## config.mk

```make
export PLATFORM = sky130hd
export DESIGN_NAME = instruction_fetch_flat
export DESIGN_NICKNAME = d
export VERILOG_FILES = /design/src/rtl/instruction_fetch_if.sv /design/src/rtl/instruction_fetch.sv /design/src/flat_wrapper.sv
export SDC_FILE = /design/constraint.sdc
export NUM_CORES = 1
export LEC_CHECK = 0
export CORE_AREA = 2 2 127 159
export DETAILED_ROUTE_END_ITERATION = 10
export DIE_AREA = 0 0 129 161
export PLACE_DENSITY_LB_ADDON = 0.05
export RECOVER_POWER = 25
export SLEW_MARGIN = 20
export SYNTH_ARGS = -nofsm -noshare
export SYNTH_HDL_FRONTEND = slang
export SYNTH_SLANG_ARGS = --single-unit
export TNS_END_PERCENT = 20
```

## constraint.sdc

```tcl
create_clock -name Clk -period 5.25 [get_ports Clk]
set_input_delay 0.525 -clock Clk [delete_from_list [all_inputs] [get_ports Clk]]
set_output_delay 0.525 -clock Clk [all_outputs]
set_load 0.03 [all_outputs]
```

## src/rtl/instruction_fetch_if.sv

```systemverilog
// Fetch-stage bus bundle: downstream control (stall / redirect), the
// instruction-memory request/response channel, and the IF/OF register outputs.
//   master : the fetch stage (drives imem_req/imem_addr and the IF/OF outputs)
//   slave  : pipeline + memory side (drives stall, redirect and responses)
interface instruction_fetch_if;
    logic        stall;
    logic        branch_taken;
    logic [31:0] branch_target;
    logic        imem_req;
    logic [31:0] imem_addr;
    logic        imem_rvalid;
    logic [31:0] imem_rdata;
    logic [31:0] Instruction;
    logic [31:0] pc_current;
    logic        if_valid;

    modport master (
        input  stall, branch_taken, branch_target, imem_rvalid, imem_rdata,
        output imem_req, imem_addr, Instruction, pc_current, if_valid
    );

    modport slave (
        output stall, branch_taken, branch_target, imem_rvalid, imem_rdata,
        input  imem_req, imem_addr, Instruction, pc_current, if_valid
    );
endinterface

```

## src/rtl/instruction_fetch.sv

```systemverilog
// Instruction-fetch stage. Holds the fetch PC, keeps at most one request in
// flight to instruction memory, honours redirects and downstream stalls, and
// registers Instruction / pc_current / if_valid into the IF/OF boundary.
// Ports:
//   Clk    - clock, all state updates on the rising edge
//   Rst_n  - synchronous active-low reset
//   fif    - instruction_fetch_if.master (stall, redirect, imem channel,
//            IF/OF outputs)
//
// state | meaning
// FETCH | issue imem_req for fetch_pc this cycle
// WAIT  | one request outstanding, waiting for imem_rvalid
// HOLD  | response captured while stalled, waiting for stall to drop
module instruction_fetch #(
    parameter logic [31:0] RESET_PC = 32'h0000_0000,
    parameter logic [31:0] NOP_WORD = 32'h0000_0000
) (
    input  logic                       Clk,
    input  logic                       Rst_n,
    instruction_fetch_if.master        fif
);

    typedef enum logic [1:0] {
        S_FETCH = 2'd0,
        S_WAIT  = 2'd1,
        S_HOLD  = 2'd2
    } state_t;

    state_t      state, state_d;
    logic [31:0] fetch_pc, fetch_pc_d;
    logic        kill, kill_d;
    logic [31:0] hold_instr, hold_instr_d;
    logic [31:0] hold_pc, hold_pc_d;
    logic [31:0] instr_q, instr_d;
    logic [31:0] pc_q, pc_d;
    logic        valid_q, valid_d;
    logic [31:0] target;

    assign target = fif.branch_target & 32'hFFFF_FFFC;

    always_ff @(posedge Clk) begin
        if (!Rst_n) begin
            state      <= S_FETCH;
            fetch_pc   <= RESET_PC;
            kill       <= 1'b0;
            hold_instr <= 32'h0;
            hold_pc    <= 32'h0;
            instr_q    <= NOP_WORD;
            pc_q       <= 32'h0;
            valid_q    <= 1'b0;
        end else begin
            state      <= state_d;
            fetch_pc   <= fetch_pc_d;
            kill       <= kill_d;
            hold_instr <= hold_instr_d;
            hold_pc    <= hold_pc_d;
            instr_q    <= instr_d;
            pc_q       <= pc_d;
            valid_q    <= valid_d;
        end
    end

    always_comb begin
        state_d      = state;
        fetch_pc_d   = fetch_pc;
        kill_d       = kill;
        hold_instr_d = hold_instr;
        hold_pc_d    = hold_pc;
        instr_d      = instr_q;
        pc_d         = pc_q;
        // No new instruction: hold under stall, otherwise insert a bubble.
        valid_d      = fif.stall ? valid_q : 1'b0;

        case (state)
            S_FETCH: begin
                state_d = S_WAIT;
                // The request for the old PC is already on the bus; its
                // response must be thrown away when it arrives.
                if (fif.branch_taken) begin
                    fetch_pc_d = target;
                    kill_d     = 1'b1;
                end
            end
            S_WAIT: begin
                if (fif.imem_rvalid) begin
                    state_d = S_FETCH;
                    if (kill || fif.branch_taken) begin
                        if (fif.branch_taken) begin
                            fetch_pc_d = target;
                        end
                        kill_d = 1'b0;
                    end else if (!fif.stall) begin
                        instr_d    = fif.imem_rdata;
                        pc_d       = fetch_pc;
                        valid_d    = 1'b1;
                        fetch_pc_d = fetch_pc + 32'd4;
                    end else begin
                        hold_instr_d = fif.imem_rdata;
                        hold_pc_d    = fetch_pc;
                        state_d      = S_HOLD;
                    end
                end else if (fif.branch_taken) begin
                    fetch_pc_d = target;
                    kill_d     = 1'b1;
                end
            end
            S_HOLD: begin
                if (fif.branch_taken) begin
                    fetch_pc_d = target;
                    state_d    = S_FETCH;
                end else if (!fif.stall) begin
                    instr_d    = hold_instr;
                    pc_d       = hold_pc;
                    valid_d    = 1'b1;
                    fetch_pc_d = fetch_pc + 32'd4;
                    state_d    = S_FETCH;
                end
            end
            default: begin
                state_d = S_FETCH;
            end
        endcase

        // A redirect flushes whatever the output register would show next.
        if (fif.branch_taken) begin
            valid_d = 1'b0;
        end
    end

    assign fif.imem_req    = (state == S_FETCH) && Rst_n;
    assign fif.imem_addr   = fetch_pc;
    assign fif.Instruction = instr_q;
    assign fif.pc_current  = pc_q;
    assign fif.if_valid    = valid_q;

endmodule

```

## src/flat_wrapper.sv

```systemverilog
// flat-port wrapper written by rule: the top's interface ports become plain ports
module instruction_fetch_flat 
#(
    parameter logic [31:0] RESET_PC = 32'h0000_0000,
    parameter logic [31:0] NOP_WORD = 32'h0000_0000
)
  (Clk, Rst_n, fif_stall, fif_branch_taken, fif_branch_target, fif_imem_rvalid, fif_imem_rdata, fif_imem_req, fif_imem_addr, fif_Instruction, fif_pc_current, fif_if_valid);
  instruction_fetch_if fif_i ();
  input  logic Clk;
  input  logic Rst_n;
  input wire logic [$bits(fif_i.stall)-1:0] fif_stall;
  input wire logic [$bits(fif_i.branch_taken)-1:0] fif_branch_taken;
  input wire logic [$bits(fif_i.branch_target)-1:0] fif_branch_target;
  input wire logic [$bits(fif_i.imem_rvalid)-1:0] fif_imem_rvalid;
  input wire logic [$bits(fif_i.imem_rdata)-1:0] fif_imem_rdata;
  output wire logic [$bits(fif_i.imem_req)-1:0] fif_imem_req;
  output wire logic [$bits(fif_i.imem_addr)-1:0] fif_imem_addr;
  output wire logic [$bits(fif_i.Instruction)-1:0] fif_Instruction;
  output wire logic [$bits(fif_i.pc_current)-1:0] fif_pc_current;
  output wire logic [$bits(fif_i.if_valid)-1:0] fif_if_valid;
  assign fif_i.stall = fif_stall;
  assign fif_i.branch_taken = fif_branch_taken;
  assign fif_i.branch_target = fif_branch_target;
  assign fif_i.imem_rvalid = fif_imem_rvalid;
  assign fif_i.imem_rdata = fif_imem_rdata;
  assign fif_imem_req = fif_i.imem_req;
  assign fif_imem_addr = fif_i.imem_addr;
  assign fif_Instruction = fif_i.Instruction;
  assign fif_pc_current = fif_i.pc_current;
  assign fif_if_valid = fif_i.if_valid;
  instruction_fetch #(.RESET_PC(RESET_PC), .NOP_WORD(NOP_WORD)) u_core (.Clk(Clk), .Rst_n(Rst_n), .fif(fif_i));
endmodule
```

## Word level (Yosys, flattened, before mapping)

Cells that the tools add are included.

- Bits in registers: 164
- Input bits: 69
- Word-level logic and storage cells: 64

- Add/sub/neg operators: 1
- Equality and inequality tests: 9
- Mux-type cells: 33
- Bitwise logic cells: 2
- Reductions and logical operators: 11

Operators by type and width:

| operator | count |
|---|---|
| 2-to-1 mux 32 bit | 15 |
| case mux 32 bit (2 select lines) | 2 |
| case mux 32 bit (3 select lines) | 1 |
| adder 32 x 3 -> 32 bit, second input constant | 1 |
| 2-to-1 mux 2 bit | 5 |
| != test 2 bit, second input constant | 5 |
| 2-to-1 mux 1 bit | 7 |
| case mux 2 bit (3 select lines) | 1 |
| AND reduction 6 bit | 1 |
| case mux 1 bit (2 select lines) | 2 |
| AND reduction 2 bit | 2 |
| AND reduction 4 bit | 1 |
| nonzero test 2 bit | 2 |
| != test 3 x 2 -> 1 bit, second input constant | 1 |
| != test 3 bit, second input constant | 1 |
| nonzero test 3 bit | 1 |
| equality test 2 x 1 -> 1 bit, second input constant | 1 |
| equality test 2 bit, second input constant | 1 |
| zero test 2 bit | 1 |
| NOT 1 bit | 2 |
| OR reduction 2 bit | 1 |
| logical AND 1 bit | 1 |
| logical OR 1 bit | 1 |

## Longest topological paths before layout

- Word-level depth: 5
- Mapped depth: 11

## Worst setup path before layout

No wires, ideal clock.

- Path type: reg-to-reg
- From: reg u_core.fetch_pc[2], in the netlist u_core.fif.imem_addr[2]
- To: reg u_core.fetch_pc[24], in the netlist u_core.fif.imem_addr[24]
- Arrival: 1.979 ns
- Data required time: 5.164 ns
- Slack: 3.185 ns
- Cell stages (with the launch flop): 7
- Clock period less this slack: 2.065 ns
- Path through: dfxtp_1 ha_1 nand4b_4 or4_4 nor2_4 nand3_1 a221oi_2

- Cells in the longest elaborated chain, start to end: 5
- Elaborated cells between the ends (all ways): 6
- Classes of those cells: add/sub (1); mux (5)

Ends and longest elaborated chain:

| element | line | RTL |
|---|---|---|
| start, declared | instruction_fetch.sv:30 | `logic [31:0] fetch_pc, fetch_pc_d;` |
| start signal, assigned | instruction_fetch.sv:53 | `fetch_pc <= fetch_pc_d;` |
| adder 32 x 3 -> 32 bit (*) | instruction_fetch.sv:96, instruction_fetch.sv:115 |  |
| 2-to-1 mux 32 bit (*) | instruction_fetch.sv:92, instruction_fetch.sv:111 |  |
| 2-to-1 mux 32 bit | instruction_fetch.sv:87 | `if (kill \|\| fif.branch_taken) begin` |
| 2-to-1 mux 32 bit | instruction_fetch.sv:85 | `if (fif.imem_rvalid) begin` |
| case mux 32 bit (3 select lines) (*) | instruction_fetch.sv:74 | `case (state)` |

Every way passes the cells marked *; elsewhere a longest branch is shown, timed or not.
A chain may end at the register's enable or synchronous reset.

## Worst setup path after layout

- From: in Rst_n
- To: out fif_imem_req

- Cells in the longest elaborated chain, start to end: 1

Ends and longest elaborated chain:

| element | line | RTL |
|---|---|---|
| start, declared | flat_wrapper.sv:10 | `input logic Rst_n;` |
| logical AND 1 bit | instruction_fetch.sv:130 | `assign fif.imem_req = (state == S_FETCH) && Rst_n;` |
| end, declared | flat_wrapper.sv:16 | `output wire logic [$bits(fif_i.imem_req)-1:0] fif_imem_req;` |

Every way passes these cells.

==> qor.csv <==
metric,value,unit
fillers,1891,
start_kind,input port,
worst-path-max-fanout,32,
synth_edf_count,0,
tns,0,ps
hold_path_class,reg -> reg,
post_drt_wl_per_cell,16.94,um
cts_tree,yes,
avgSynthCellArea,8.393,um^2
cts_buffers,17,
leakage,3.370,nW
layout_commonest_cell,dfxtp_1,
finClkSkew,10.27,ps
max_stage_delay,660,ps
swShare,28.39,%
clk_pin_slew,70,ps
path_common_cell,clkdlybuf4s50_1,
drc,0,
worstPathArrival,2280,ps
rsz0062_at_grt,false,
p_int,0.002122,W
p_sw,0.0008415,W
grt_overflow,0,
h-tree-depth,4,
cp_cell_sequence,clkdlybuf4s50_1 > buf_4 > and2_1 > clkdlybuf4s50_1,
die_x,129,um
relSlewSlack,32.43,%
clock-sinks,164,
syn_nets,978,
synth_flop_cell,dfxtp_1,
clkPwrFrac,41.3,%
yosysWarnings,0,
cp.required,4720,ps
cts_buffer_depth,2,
rows,57,
min_period,2800,ps
final-max-slew-violation-count,0,
vias_per_cell,5.310,
route.final.wire_length,21940,um
setup_violations,0,
clock.fmax,0.3571,GHz
place_hpwl,14140,um
drtAntennaViolNets,0,
yosysSeqAreaShare,43.27,%
netlist_instances,904,
period_share,53.34,%
clock_latency,430,ps
ios,167,
hold_viol,0,
criticalPathCategory,in -> out,
drtPass1Iterations,4,
grt_max_degree,129,
p_per_area,300.1,mW/mm^2
status,finished clean,
die_y,161,um
netlist_area,0.007587,mm^2
crit_path_end_kind,primary output,
grt_pass1_wl,34870,um
synthArstFlopShare,0,%
timing_worst_slew_pin_value,1014,ps
mostFrequentLayoutCells,"dfxtp_1 (164), nand2_1 (161), clkdlybuf4s50_1 (102)",
critPathSlowestCell,clkdlybuf4s50_1,
grt_usage,21.09,%
fin_ws,2450,ps
comb_power_share,13.8,%
root_buffer,clkbuf_16,
initial_core_util,39.26,%
portBuffers,164,
area_growth,30.15,%
vias,6876,
drt-initial-drc-count,413,
grt_pass1_vias,6395,
die_area,0.02077,mm^2
ctsHoldBuffers,0,
drv_cap,0,
antenna_found_initial,0,
core_region_area,0.01933,mm^2
final_nets,1091,
drive_above_1_share,6.408,%
antenna_cells,0,
dp_slack,2079,ps
place.gp.congestion,0.8377,
ir_worst_vdd,207.6,uV
ys_seq_elements,164,
post_cts_buffers,0,
p_seq_share,44.9,%
cts_resized,0,
synth_cell_type_count,61,
-- logic make-up after synthesis --
kind of cell | share of synthesized area (%)
and+or+nand+nor | 18.72
AOI/OAI and AO/OA | 22.69
DFF | 43.27
buffers and inverters | 5.722
muxes | 8.311
adders and majority gates | 0.8245
xor gates and xnor gates | 0.4617
-- cells in the mapped netlist, types with 10 or more instances --
| master | n | area [um^2] |
|---|---|---|
| dfxtp_1 | 164 | 3283 |
| nand2_1 | 162 | 608.1 |
| a21oi_1 | 93 | 465.5 |
| nor2_1 | 87 | 326.6 |
| a211oi_1 | 63 | 473.0 |
| mux2i_1 | 63 | 630.6 |
| clkbuf_1 | 41 | 153.9 |
| o21ai_0 | 22 | 110.1 |
| buf_2 | 21 | 105.1 |
| nand3_1 | 15 | 75.07 |
| buf_4 | 13 | 97.59 |
| inv_1 | 13 | 48.80 |
| a221oi_1 | 12 | 105.1 |
| nand4_1 | 10 | 62.56 |
-- path summary, 6_finish.rpt --
kind                                             from               endpoint  slack (ps)  cells past startpoint
worst max-delay path                            Rst_n           fif_imem_req        2450                      4
worst min-delay path            u_core.hold_instr[21]  u_core.hold_instr[21]         450                      2
worst max register to register        u_core.state[1]     u_core.hold_pc[10]        2650                      7
worst min register to register  u_core.hold_instr[21]  u_core.hold_instr[21]         450                      2
-- state kept, by name, indices dropped and copies added, names as in the netlist --
signal	count
u_core.fif.Instruction	32
u_core.fif.imem_addr	32
u_core.fif.pc_current	32
u_core.hold_instr	32
u_core.hold_pc	32
u_core.state	2
u_core.fif.if_valid	1
u_core.kill	1
-- critical path: cells and delay by family --
kind                   cells  cell delay [ps]
and+or+nand+nor            1              180
buffers and inverters      3             1560
-- final cells by class --
cell class	count	area [um^2]	area share, %
Clock buffer	19	432.9	4.384
Clock inverter	13	136.4	1.381
Inverter	13	51.30	0.5195
Multi-Input combinational cell	645	3895	39.45
Sequential cell	164	3283	33.25
Tap cell	265	331.6	3.358
Timing Repair Buffer	176	1744	17.66
-- per-layer routing --
layer | part of all wire, % | up-vias | global-route usage (%)
met5 | 0 | - | 0
met3 | 5.2 | 29 | 4.969
met1 | 47 | 3167 | 28.56
met2 | 46 | 193 | 33.21
li1 | - | 3487 | -
met4 | 1.8 | 0 | 6.719
-- through the flow --
step / area [um^2] / utilization, % / power [W] / cells / hold WS [ps]
after floorplan: 7587 / - / 0.001595 / 904 / 436.0
after global placement: 9305 / 48.15 / 0.001774 / 1263 / 440.9
after detailed placement: 9305 / 48.15 / 0.001776 / 1263 / 446.3
after CTS: 9874 / 51.09 / 0.003003 / 1295 / 454.9
after global routing: 9874 / 51.09 / 0.003085 / 1295 / 469.3
final: 9874 / 51.09 / 0.002964 / 1295 / 452.3
-- power groups by stage --
stage	registers, W	clock network (W)	logic [W]
floorplan	0.00140	0	0.000198
global placement	0.00136	0	0.000415
detailed placement	0.00136	0	0.000415
CTS	0.00133	0.00125	0.000417
global route	0.00134	0.00131	0.000444
finish	0.00133	0.00122	0.000410
(Power assumes the default switching activity.)
